===== src/rtl/instr_encoder_if.sv =====
// Request/response bundle between the program-load source and the RV32I encoder,
// and between the encoder and the instruction-memory writer.
interface instr_encoder_if #(
  parameter int ADDR_WIDTH = 10
);
  logic                  in_valid;
  logic                  in_ready;
  logic [2:0]            in_format;
  logic [6:0]            in_opcode;
  logic [2:0]            in_funct3;
  logic [6:0]            in_funct7;
  logic [4:0]            in_rd;
  logic [4:0]            in_rs1;
  logic [4:0]            in_rs2;
  logic [31:0]           in_imm;
  logic                  in_flush;
  logic                  out_valid;
  logic                  out_ready;
  logic [31:0]           out_instr;
  logic [ADDR_WIDTH-1:0] out_addr;
  logic                  out_err;
  logic                  addr_wrap;

  modport master (
    output in_valid, in_format, in_opcode, in_funct3, in_funct7,
           in_rd, in_rs1, in_rs2, in_imm, in_flush, out_ready,
    input  in_ready, out_valid, out_instr, out_addr, out_err, addr_wrap
  );

  modport slave (
    input  in_valid, in_format, in_opcode, in_funct3, in_funct7,
           in_rd, in_rs1, in_rs2, in_imm, in_flush, out_ready,
    output in_ready, out_valid, out_instr, out_addr, out_err, addr_wrap
  );
endinterface


===== src/rtl/instr_encoder.sv =====
// Packs instruction fields into RV32I words, tags them with a sequential word
// address and a range-error flag, and queues them in a 2-entry output buffer.
module instr_encoder #(
  parameter int                    ADDR_WIDTH = 10,
  parameter logic [ADDR_WIDTH-1:0] BASE_ADDR  = '0
) (
  input  logic           clk,
  input  logic           rstn,
  instr_encoder_if.slave bus
);

  typedef struct packed {
    logic [31:0]           instr;
    logic [ADDR_WIDTH-1:0] addr;
    logic                  err;
  } entry_t;

  localparam logic [31:0] NOP = 32'h0000_0013;

  entry_t                slot_q [2];
  entry_t                slot_d [2];
  logic [1:0]            count_q, count_d;
  logic [ADDR_WIDTH-1:0] addr_q, addr_d;
  logic                  wrap_q, wrap_d;

  logic        [31:0] enc_word;
  logic               enc_err;
  logic signed [31:0] imm_s;
  logic               is_shift;
  logic               push, pop;
  logic [1:0]         wr_idx;

  assign imm_s    = $signed(bus.in_imm);
  assign is_shift = (bus.in_funct3 == 3'b001) || (bus.in_funct3 == 3'b101);

  always_comb begin
    enc_word = NOP;
    enc_err  = 1'b0;
    case (bus.in_format)
      3'd0: enc_word = {bus.in_funct7, bus.in_rs2, bus.in_rs1, bus.in_funct3,
                        bus.in_rd, bus.in_opcode};
      3'd1: begin
        if (is_shift) begin
          enc_word = {bus.in_funct7, bus.in_imm[4:0], bus.in_rs1, bus.in_funct3,
                      bus.in_rd, bus.in_opcode};
          enc_err  = (imm_s < 0) || (imm_s > 32'sd31);
        end else begin
          enc_word = {bus.in_imm[11:0], bus.in_rs1, bus.in_funct3,
                      bus.in_rd, bus.in_opcode};
          enc_err  = (imm_s < -32'sd2048) || (imm_s > 32'sd2047);
        end
      end
      3'd2: begin
        enc_word = {bus.in_imm[11:5], bus.in_rs2, bus.in_rs1, bus.in_funct3,
                    bus.in_imm[4:0], bus.in_opcode};
        enc_err  = (imm_s < -32'sd2048) || (imm_s > 32'sd2047);
      end
      3'd3: begin
        enc_word = {bus.in_imm[12], bus.in_imm[10:5], bus.in_rs2, bus.in_rs1,
                    bus.in_funct3, bus.in_imm[4:1], bus.in_imm[11], bus.in_opcode};
        enc_err  = (imm_s < -32'sd4096) || (imm_s > 32'sd4094) || bus.in_imm[0];
      end
      3'd4: begin
        enc_word = {bus.in_imm[31:12], bus.in_rd, bus.in_opcode};
        enc_err  = (bus.in_imm[11:0] != 12'd0);
      end
      3'd5: begin
        enc_word = {bus.in_imm[20], bus.in_imm[10:1], bus.in_imm[11],
                    bus.in_imm[19:12], bus.in_rd, bus.in_opcode};
        enc_err  = (imm_s < -32'sd1048576) || (imm_s > 32'sd1048574) || bus.in_imm[0];
      end
      default: begin
        enc_word = NOP;
        enc_err  = 1'b1;
      end
    endcase
  end

  // in_ready depends only on registered occupancy, never on out_ready.
  assign bus.in_ready  = (count_q != 2'd2);
  assign bus.out_valid = (count_q != 2'd0);
  assign bus.out_instr = slot_q[0].instr;
  assign bus.out_addr  = slot_q[0].addr;
  assign bus.out_err   = slot_q[0].err;
  assign bus.addr_wrap = wrap_q;

  assign push   = bus.in_valid && bus.in_ready && !bus.in_flush;
  assign pop    = bus.out_valid && bus.out_ready && !bus.in_flush;
  assign wr_idx = pop ? (count_q - 2'd1) : count_q;

  always_comb begin
    slot_d[0] = slot_q[0];
    slot_d[1] = slot_q[1];
    count_d   = count_q;
    addr_d    = addr_q;
    wrap_d    = wrap_q;
    if (bus.in_flush) begin
      count_d = 2'd0;
      addr_d  = BASE_ADDR;
      wrap_d  = 1'b0;
    end else begin
      if (pop) begin
        slot_d[0] = slot_q[1];
        count_d   = count_q - 2'd1;
      end
      if (push) begin
        slot_d[wr_idx[0]] = '{instr: enc_word, addr: addr_q, err: enc_err};
        count_d           = wr_idx + 2'd1;
        addr_d            = addr_q + 1'b1;
        if (addr_q == '1) wrap_d = 1'b1;
      end
    end
  end

  always_ff @(posedge clk or negedge rstn) begin
    if (!rstn) begin
      slot_q[0] <= '0;
      slot_q[1] <= '0;
      count_q   <= 2'd0;
      addr_q    <= BASE_ADDR;
      wrap_q    <= 1'b0;
    end else begin
      slot_q[0] <= slot_d[0];
      slot_q[1] <= slot_d[1];
      count_q   <= count_d;
      addr_q    <= addr_d;
      wrap_q    <= wrap_d;
    end
  end

endmodule


===== src/flat_wrapper.sv =====
// flat-port wrapper written by rule: the top's interface ports become plain ports
module instr_encoder_flat 
#(
  parameter int                    ADDR_WIDTH = 10,
  parameter logic [ADDR_WIDTH-1:0] BASE_ADDR  = '0
)
  (clk, rstn, bus_in_valid, bus_in_format, bus_in_opcode, bus_in_funct3, bus_in_funct7, bus_in_rd, bus_in_rs1, bus_in_rs2, bus_in_imm, bus_in_flush, bus_out_ready, bus_in_ready, bus_out_valid, bus_out_instr, bus_out_addr, bus_out_err, bus_addr_wrap);
  instr_encoder_if #(.ADDR_WIDTH(ADDR_WIDTH)) bus_i ();
  input  logic clk;
  input  logic rstn;
  input wire logic [$bits(bus_i.in_valid)-1:0] bus_in_valid;
  input wire logic [$bits(bus_i.in_format)-1:0] bus_in_format;
  input wire logic [$bits(bus_i.in_opcode)-1:0] bus_in_opcode;
  input wire logic [$bits(bus_i.in_funct3)-1:0] bus_in_funct3;
  input wire logic [$bits(bus_i.in_funct7)-1:0] bus_in_funct7;
  input wire logic [$bits(bus_i.in_rd)-1:0] bus_in_rd;
  input wire logic [$bits(bus_i.in_rs1)-1:0] bus_in_rs1;
  input wire logic [$bits(bus_i.in_rs2)-1:0] bus_in_rs2;
  input wire logic [$bits(bus_i.in_imm)-1:0] bus_in_imm;
  input wire logic [$bits(bus_i.in_flush)-1:0] bus_in_flush;
  input wire logic [$bits(bus_i.out_ready)-1:0] bus_out_ready;
  output wire logic [$bits(bus_i.in_ready)-1:0] bus_in_ready;
  output wire logic [$bits(bus_i.out_valid)-1:0] bus_out_valid;
  output wire logic [$bits(bus_i.out_instr)-1:0] bus_out_instr;
  output wire logic [$bits(bus_i.out_addr)-1:0] bus_out_addr;
  output wire logic [$bits(bus_i.out_err)-1:0] bus_out_err;
  output wire logic [$bits(bus_i.addr_wrap)-1:0] bus_addr_wrap;
  assign bus_i.in_valid = bus_in_valid;
  assign bus_i.in_format = bus_in_format;
  assign bus_i.in_opcode = bus_in_opcode;
  assign bus_i.in_funct3 = bus_in_funct3;
  assign bus_i.in_funct7 = bus_in_funct7;
  assign bus_i.in_rd = bus_in_rd;
  assign bus_i.in_rs1 = bus_in_rs1;
  assign bus_i.in_rs2 = bus_in_rs2;
  assign bus_i.in_imm = bus_in_imm;
  assign bus_i.in_flush = bus_in_flush;
  assign bus_i.out_ready = bus_out_ready;
  assign bus_in_ready = bus_i.in_ready;
  assign bus_out_valid = bus_i.out_valid;
  assign bus_out_instr = bus_i.out_instr;
  assign bus_out_addr = bus_i.out_addr;
  assign bus_out_err = bus_i.out_err;
  assign bus_addr_wrap = bus_i.addr_wrap;
  instr_encoder #(.ADDR_WIDTH(ADDR_WIDTH), .BASE_ADDR(BASE_ADDR)) u_core (.clk(clk), .rstn(rstn), .bus(bus_i));
endmodule

===== config.mk =====
export PLATFORM = sky130hd
export DESIGN_NAME = instr_encoder_flat
export DESIGN_NICKNAME = d
export VERILOG_FILES = /design/src/rtl/instr_encoder_if.sv /design/src/rtl/instr_encoder.sv /design/src/flat_wrapper.sv
export SDC_FILE = /design/constraint.sdc
export NUM_CORES = 1
export LEC_CHECK = 0
export ABC_AREA = 1
export BUFFER_PORTS_ARGS = -buffer_cell sky130_fd_sc_hd__buf_2
export CAP_MARGIN = 20
export CORE_ASPECT_RATIO = 2
export CORE_MARGIN = 2
export CORE_UTILIZATION = 50
export CTS_CLUSTER_SIZE = 30
export DETAILED_ROUTE_END_ITERATION = 10
export PLACE_DENSITY = 0.81
export REMOVE_ABC_BUFFERS = 1
export SYNTH_ARGS = -nofsm -noshare
export SYNTH_HDL_FRONTEND = slang
export SYNTH_SLANG_ARGS = --single-unit

===== constraint.sdc =====
create_clock -name clk -period 1.73 [get_ports clk]
set_input_delay 0 -clock clk [delete_from_list [all_inputs] [get_ports clk]]
set_output_delay 0 -clock clk [all_outputs]
set_load 0.01 [all_outputs]

==> impl_summary.md, run 1 <==
STA
The number of failing hold endpoints at the final stage is 1. Subtracting the final worst setup slack from the clock period gives 1.764 ns. Setup violations remaining at the end of the flow were counted as 5.

The worst-case hold slack is -0.001251 ns. In this run the tightest slew margin relative to its limit is 0.6970. The final worst slack is -0.03352 ns. The share of the cycle needed by the critical path after routing is 1.019.

The highest clock rate is 0.5670 GHz. The max-slew violation count is 0. Setup repair after global routing could not meet its margin everywhere. The measured slew at the worst slew-check pin is 0.4545 ns.

The worst clock skew on the final layout is 0.01063 ns.

Finish
For this run, the number of standard cells in the final layout without fillers is 1016. The most frequent standard cell in the layout excluding fill and tap cells is sky130_fd_sc_hd__nand2_1. In the final layout, the share of cells above drive strength 1 is 0.2752.

The layout overhead on the synthesized area is 24.43%. The final layout contains 942 nets. The library cells used most frequently in the layout, excluding fill and tap cells, are sky130_fd_sc_hd__nand2_1, sky130_fd_sc_hd__buf_2, sky130_fd_sc_hd__dfrtp_1.

Floorplan
During I/O placement, the number of pins put on the boundary was 118. The width of the die is 79.61 um. The number of core rows is 55. The die is 155.2 um tall. The core region area is 11220 um2. The initial core utilization is 0.5096. The die covers 12360 um2.

Power and ir drop
The total power of the final layout is 7.770 mW. In this run the static leakage power is 3.663 nW. The worst IR drop on VDD is 0.6487 mV. The power density over the cells is 1092 nW/um2.

Worst setup path
The critical register-to-register path startpoint is u_core.count_q[0]$_DFF_PN0_. The worst endpoint data arrival time is 2.00 ns. The nature of the critical path startpoint is a flip-flop.

The number of cells on the worst reg-to-reg path is 12. The worst-path maximum fanout is 10. The setup path with the least slack is of type reg2reg. For the worst setup path, the data required time is 1.97 ns. The worst setup path is captured at a flip-flop. The endpoint identified for the worst register-to-register timing path is u_core.bus.out_instr[6]$_DFFE_PN0N_. The register-to-register setup slack is -0.03 ns.

Global routing
The final global-route overflow total is 0. The number of global-route vias before repair is 5503. In the global route stage, overall resource usage came out at 0.2802.

Entering global routing, the biggest net connects 44 pins. The number of antenna violations at the first check in global routing was 3. The first global-routing pass estimated 26430 um of wire.

Detailed routing
In this run, the number of DRC markers left after iteration 0 of detailed routing was 469. After detailed routing, the number of remaining DRC violations is 0. The via density per instance is 5.587.

The routed layout has 5676 vias. The final layout contains routed wiring with a total length of 18020 um. The mean routed wirelength per cell is 17.74 um. The first-pass iteration count of the detailed router is 6. The final antenna-violating net count is 0.

CTS
The number of clock buffers inserted by TritonCTS is 9. The CTS tree is built. The number of clock sinks is 99.

In this run the deepest clock path goes through 2 buffers. The insertion delay of the later-clocked pin in the worst-skew pair is 0.35 ns. The master cell of the clock root buffer is sky130_fd_sc_hd__clkbuf_16. The clock transition time at the flip-flop clock pins of the worst setup and hold paths is 0.07 ns. The clock tree synthesis step divided the H-tree into 3 levels.

Yosys
Of the post-synthesis cell area, the dominant cell type holds 0.4334. The biggest area contributor in the post-synthesis netlist is sky130_fd_sc_hd__dfrtp_1. The share of flip-flops with an asynchronous set or reset after synthesis is 1.000. The share of the yosys chip area belonging to registers is 0.4334. After synthesis the cells add up to 5717 um2. Yosys printed 0 warnings. Dividing the synthesized area by the synthesized cell count gives 7.512 um2. The count of flip-flops with a built-in enable after synthesis is 0. In the post-synthesis netlist, the biggest area contributors are sky130_fd_sc_hd__dfrtp_1, sky130_fd_sc_hd__nand2_1, sky130_fd_sc_hd__inv_1. In the synthesized netlist the dominant register cell turns out to be sky130_fd_sc_hd__dfrtp_1.

Counting flops and latches in the post-synthesis netlist gives 99. The cell count after synthesis is 761. In this run, distinct cell masters in the synthesized netlist total 34.

Place
The count of buffers added on input and output ports is 117. Once placement completed, the tool counted placed cells totaling 975. After legalization and detailed placement, the total HPWL measured 12390 um. At the end of routability-driven placement, the weighted congestion stood at 0.9980.

Hold path
The worst hold path belongs to the class in2reg. The count of cells along the worst hold path is 4. The startpoint identified for the worst hold timing path is bus_in_opcode[1].

Flow run
Across the run, the number of max-cap violations was 0.

Run status
The run finished, with violations left. The final reports fail on hold timing, setup timing.
-- stage by stage --
stage	worst slack (ns)	instance area (um2)	setup TNS, ns	util	hold slack (ns)
6_report	-0.03352	7113	-0.09137	0.6341	-0.001251
5_1_grt	-0.1108	7113	-2.942	0.6341	0.01416
4_1_cts	0.0005962	6750	0	0.6018	0.005643
3_5_place_dp	-0.08295	6270	-0.2906	0.5590	-0.03966
3_3_place_gp	-0.01921	6270	-0.02255	0.5590	-0.05173
2_1_floorplan	-1.239	5201	-95.75	-	-0.2956
-- cell usage after synthesis (3+ instances only) --
master,count
sky130_fd_sc_hd__inv_2,8
sky130_fd_sc_hd__nand2_1,221
sky130_fd_sc_hd__buf_2,12
sky130_fd_sc_hd__buf_6,9
sky130_fd_sc_hd__dfrtp_1,99
sky130_fd_sc_hd__o211a_1,6
sky130_fd_sc_hd__buf_4,43
sky130_fd_sc_hd__o22ai_1,3
sky130_fd_sc_hd__o211ai_2,6
sky130_fd_sc_hd__nor3_1,10
sky130_fd_sc_hd__o31ai_1,6
sky130_fd_sc_hd__a31oi_1,9
sky130_fd_sc_hd__inv_1,89
sky130_fd_sc_hd__nand3_1,41
sky130_fd_sc_hd__a21oi_1,6
sky130_fd_sc_hd__o21ai_0,50
sky130_fd_sc_hd__o21ai_1,39
sky130_fd_sc_hd__ha_1,3
sky130_fd_sc_hd__o211ai_1,11
sky130_fd_sc_hd__o221ai_1,6
sky130_fd_sc_hd__clkbuf_1,7
sky130_fd_sc_hd__nand4_1,5
sky130_fd_sc_hd__nor2_1,57
-- worst max-delay path, cell delays in order, from the launching register on --
cell	delay [ns]
sky130_fd_sc_hd__dfrtp_1	0.40
sky130_fd_sc_hd__inv_2	0.12
sky130_fd_sc_hd__ha_4	0.15
sky130_fd_sc_hd__inv_4	0.03
sky130_fd_sc_hd__nand3_4	0.09
sky130_fd_sc_hd__inv_2	0.05
sky130_fd_sc_hd__nand2_2	0.08
sky130_fd_sc_hd__nand2_4	0.10
sky130_fd_sc_hd__nand2_8	0.13
sky130_fd_sc_hd__buf_12	0.15
sky130_fd_sc_hd__inv_6	0.06
sky130_fd_sc_hd__o31ai_2	0.20
sky130_fd_sc_hd__inv_1	0.07
-- power by group --
part / total [mW] / switching [mW] / internal [mW] / leakage, nW
registers: 3.33 / 0.366 / 2.96 / 1.25
logic: 2.36 / 1.35 / 1.01 / 2.27
clock network: 2.09 / 0.949 / 1.14 / 0.140
-- cell type report --
cell class                      count  area, um2
Inverter                           97      379.1
Multi-Input combinational cell    493       2571
Clock inverter                      6      71.32
Timing Repair Buffer              167       1202
Tap cell                          142      177.7
Clock buffer                       10      229.0
Fill cell                         973       4104
Antenna cell                        2      5.005
Sequential cell                    99       2477
-- how the worst max path moves through the flow --
stage / from / end / slack, ns / depth (start not counted)
3_3_place_gp: u_core.count_q[0]$_DFF_PN0_ / u_core.addr_q[8]$_DFFE_PN0P_ / -0.02 / 11
5_1_grt: u_core.count_q[1]$_DFF_PN0_ / u_core.bus.out_instr[4]$_DFFE_PN0N_ / -0.11 / 13
3_5_place_dp: u_core.count_q[0]$_DFF_PN0_ / u_core.addr_q[8]$_DFFE_PN0P_ / -0.08 / 11
2_1_floorplan: u_core.count_q[0]$_DFF_PN0_ / u_core.count_q[1]$_DFF_PN0_ / -1.24 / 11
6_report: u_core.count_q[0]$_DFF_PN0_ / u_core.bus.out_instr[6]$_DFFE_PN0N_ / -0.03 / 12
4_1_cts: u_core.count_q[0]$_DFF_PN0_ / u_core.bus.out_instr[4]$_DFFE_PN0N_ / 0.0006 / 13
-- routing by layer --
| metal | routed length [um] | track usage |
|---|---|---|
| met1 | 5904 | 0.2915 |
| met2 | 9516 | 0.4934 |
| met3 | 1114 | 0.04872 |
| met4 | 1481 | 0.1987 |
| met5 | 7 | 0 |
-- cells by family (layout without fill, tap and decap cells) --
group / Yosys count / count (layout) / synth area share
adders and majority gates: 3 / 3 / 0.006567
other: 0 / 2 / 0
DFF: 99 / 99 / 0.4334
and+or+nand+nor: 347 / 347 / 0.2532
buffers and inverters: 169 / 280 / 0.1539
AOI/OAI and AO/OA: 143 / 143 / 0.1530
-- timing repair --
action | 4_1_cts | 5_1_grt
gates cloned | 0 | 5
hold buffers | 13 | 0
setup endpoints to repair | 20 | 70
pin swaps | 3 | 10
setup buffers | 3 | 2
endpoints found under the hold margin | 92 | 0
gates resized for setup | 10 | 74
Power figures use the tool's default switching activity.
==> run 2, diff against run 1 <==
CORE_MARGIN = 5   (was 2)
TNS_END_PERCENT = 20   (was not set)
==> impl_summary.md, run 2 (synthesis gave the netlist of run 1 again) <==
Worst setup path
The register-to-register setup slack is -0.06 ns (-0.02 ns). The worst-path maximum fanout is 18 (+8). By startpoint and endpoint, the worst setup path is classified as reg2reg. The cell with the largest stage delay on the worst path is sky130_fd_sc_hd__dfrtp_1. The peak per-stage delay on the critical path is 0.43 ns (+0.03 ns).

Traced cell by cell, the critical path runs through inv_2, ha_4, inv_4, nand3_4, nand2_2, nand2_4, buf_12, nor2_8, inv_4, clkbuf_16, nand2_1, o21ai_1. The worst endpoint data arrival time is 2.03 ns (+0.03 ns). The most frequent cell on the critical path is sky130_fd_sc_hd__inv_4. The required time at the endpoint of the critical path is 1.97 ns (about the same). The worst setup path is captured at a flip-flop. The critical register-to-register path startpoint is u_core.count_q[1]$_DFF_PN0_. STA classifies the critical path startpoint as a flip-flop. The number of cells on the worst reg-to-reg path is 12 (unchanged).

STA
The max-slew violation count is 0 (unchanged). Setup repair after global routing could not meet its margin everywhere. The shortest period the worst path allows is 1.787 ns (+0.02319 ns). The setup TNS after final layout is -0.3960 ns (-0.3046 ns). The setup-violating endpoint count in the final report is 22 (+17). The worst clock skew on the final layout is 0.008920 ns (-0.001712 ns).

The number of failing hold endpoints at the final stage was 0 (-1). The share of the cycle needed by the critical path after routing is 1.033 (+0.01340). The final worst slack is -0.05671 ns (-0.02319 ns).

The worst-case headroom to the max-slew limit is 0.6289 (-0.06813). The highest clock rate is 0.5597 GHz (-1.3%). The measured slew at the worst slew-check pin is 0.5567 ns (+0.1022 ns).

Place
The routability congestion estimate is 1.007 (+0.88%). The placed wire-length estimate is 12840 um (+3.6%). The standard cell area after detailed placement is 6287 um2 (+0.28%). The count of input and output buffers was 117 (unchanged). The number of placed instances, taps included came to 979 (+0.41%).

Finish
The area of combinational cells with multiple inputs is 2581 um2 (+0.39%). The post-layout instance count excluding filler cells is 1027 (+1.1%). The flip-flop and latch area is 2477 um2 (unchanged).

The net count reported at finish is 953 (+1.2%). The most frequent standard cell in the layout excluding fill and tap cells is sky130_fd_sc_hd__nand2_1. The fraction of layout instances using a drive strength above 1 is 0.2763 (+0.001101).

In the layout the commonest cells are sky130_fd_sc_hd__nand2_1, sky130_fd_sc_hd__buf_2, sky130_fd_sc_hd__dfrtp_1. The post-layout instance area came to 7173 um2 (+0.84%). The layout overhead on the synthesized area is 25.48%. The number of inserted filler cells in the final layout is 971 (-0.21%). The utilization after layout is 0.6356 (+0.001455).

Run status
The checks that failed: setup timing. The flow ran to the end, but the final reports show violations.

Detailed routing
The mean routed wirelength per cell is 17.61 um (-0.74%). The detailed-routing wirelength on met1 was 6019 um (+1.9%). The met2 layer wire length in the routed design was 9864 um (+3.7%). The number of DRC violations after detailed-routing iteration 0 is 368 (-22%). The via count was 5600 (-1.3%). The met3 wire length is 1137 um (+2.1%). The total wire length after detailed routing came to 18090 um (+0.34%). The final antenna-violating net count is 0 (unchanged). The via density per instance is 5.453 (-2.4%). The first-pass iteration count of the detailed router is 6 (unchanged).

The top layer reached by signal wires is met5. The remaining routing DRC violations came to 0 (unchanged).

CTS
The maximum buffer depth of the clock tree is 2 (unchanged). CTS placed an instance of sky130_fd_sc_hd__clkbuf_16 at the clock tree root. The insertion delay of the later-clocked pin in the worst-skew pair is 0.36 ns (about the same).

The number of clock buffers inserted by TritonCTS came to 9 (unchanged). The number of clock sinks came to 99 (unchanged). The number of H-tree branching levels came to 3 (unchanged). The clock transition time at the flip-flop clock pins of the worst setup and hold paths is 0.07 ns (about the same). TritonCTS built the clock tree.

Power and ir drop
The leakage power summed over all cells is 3.702 nW (+1.1%). The total power of the final layout is 7.833 mW (+0.81%). The worst IR drop on VDD is 0.6225 mV (-4.1%). The power density over the cells is 1092 nW/um2 (about the same).

Hold path
The count of cells along the worst hold path is 5 (+1). The worst min-delay path startpoint is bus_in_rd[4]. The class of the tightest hold or removal check is in2reg.

Floorplan
The overall die area was 13800 um2 (+12%). The floorplan die height is 161.2 um (+3.9%). The width of the die was 85.61 um (+7.5%). The initial core utilization was 0.5065 (-0.003108).

The I/O pin count is 118 (unchanged). The number of core rows is 55 (unchanged). The core region area is 11290 um2 (+0.61%).

Flow run
The count of maximum capacitance violations is 0 (unchanged).

Global routing
The number of global-route vias before repair was 5554 (+0.93%). The total routing usage reported by global routing is 0.2581 (-0.02209). The final global-route overflow total is 0 (unchanged).

The largest net degree at the start of global routing is 53 (+20%). The first-pass GRT wire length was 27790 um (+5.1%). The number of antenna violations at the first check in global routing is 7 (+4).
==> run 2: layout make-up <==
cell class	instances	area share
Clock inverter	7	0.01186
Sequential cell	99	0.3454
Inverter	97	0.05285
Clock buffer	9	0.03140
Multi-Input combinational cell	493	0.3598
Timing Repair Buffer	178	0.1732
Tap cell	142	0.02477
Antenna cell	2	0.0006977
==> run 2: critical path, delay by kind of cell, from the launching register on <==
| kind | cells | cell delay (ns) |
|---|---|---|
| flip-flops | 1 | 0.43 |
| AND/OR/NAND/NOR | 5 | 0.46 |
| AO/OA/AOI/OAI | 1 | 0.07 |
| adder cells (fa/ha/maj) | 1 | 0.17 |
| buffers and inverters | 5 | 0.54 |
==> run 2: worst max path at each step <==
stage	start	endpoint	slack, ns
4_1_cts	u_core.count_q[0]$_DFF_PN0_	u_core.addr_q[9]$_DFFE_PN0P_	-0.01
3_3_place_gp	u_core.count_q[0]$_DFF_PN0_	u_core.addr_q[9]$_DFFE_PN0P_	-0.01
6_report	u_core.count_q[1]$_DFF_PN0_	flip-flop	-0.06
2_1_floorplan	u_core.count_q[0]$_DFF_PN0_	u_core.count_q[1]$_DFF_PN0_	-1.24
3_5_place_dp	u_core.count_q[0]$_DFF_PN0_	u_core.addr_q[9]$_DFFE_PN0P_	-0.07
5_1_grt	u_core.count_q[0]$_DFF_PN0_	u_core.bus.out_instr[4]$_DFFE_PN0N_	-0.14
==> run 2: stage by stage <==
stage | hold slack [ns] | worst slack (ns)
CTS | 0.004622 | -0.01024
global placement | -0.08155 | -0.01111
floorplan | -0.2956 | -1.239
global route | 0.04145 | -0.1373
detailed placement | -0.07935 | -0.07169
finish | 0.01078 | -0.05671
==> run 2: repair_timing <==
item                       CTS  global route
hold buffers                13             0
buffers inserted             4            11
cloned                       0             3
resized for setup           15            60
hold endpoints to repair   114             0
setup endpoints to repair   41            82
pin swaps                    3             7
==> run 2: layer usage <==
metal  global-route usage  vias up
met4               0.1470       10
li1                     -     2642
met3              0.04900       74
met2               0.4649      233
met5                    0        -
met1               0.2738     2641
==> run 2: power breakdown <==
| part | internal, mW | switching [mW] |
|---|---|---|
| Clock | 1.15 | 0.979 |
| Sequential | 2.96 | 0.370 |
| Combinational | 1.03 | 1.34 |
| Total | 5.14 | 2.69 |
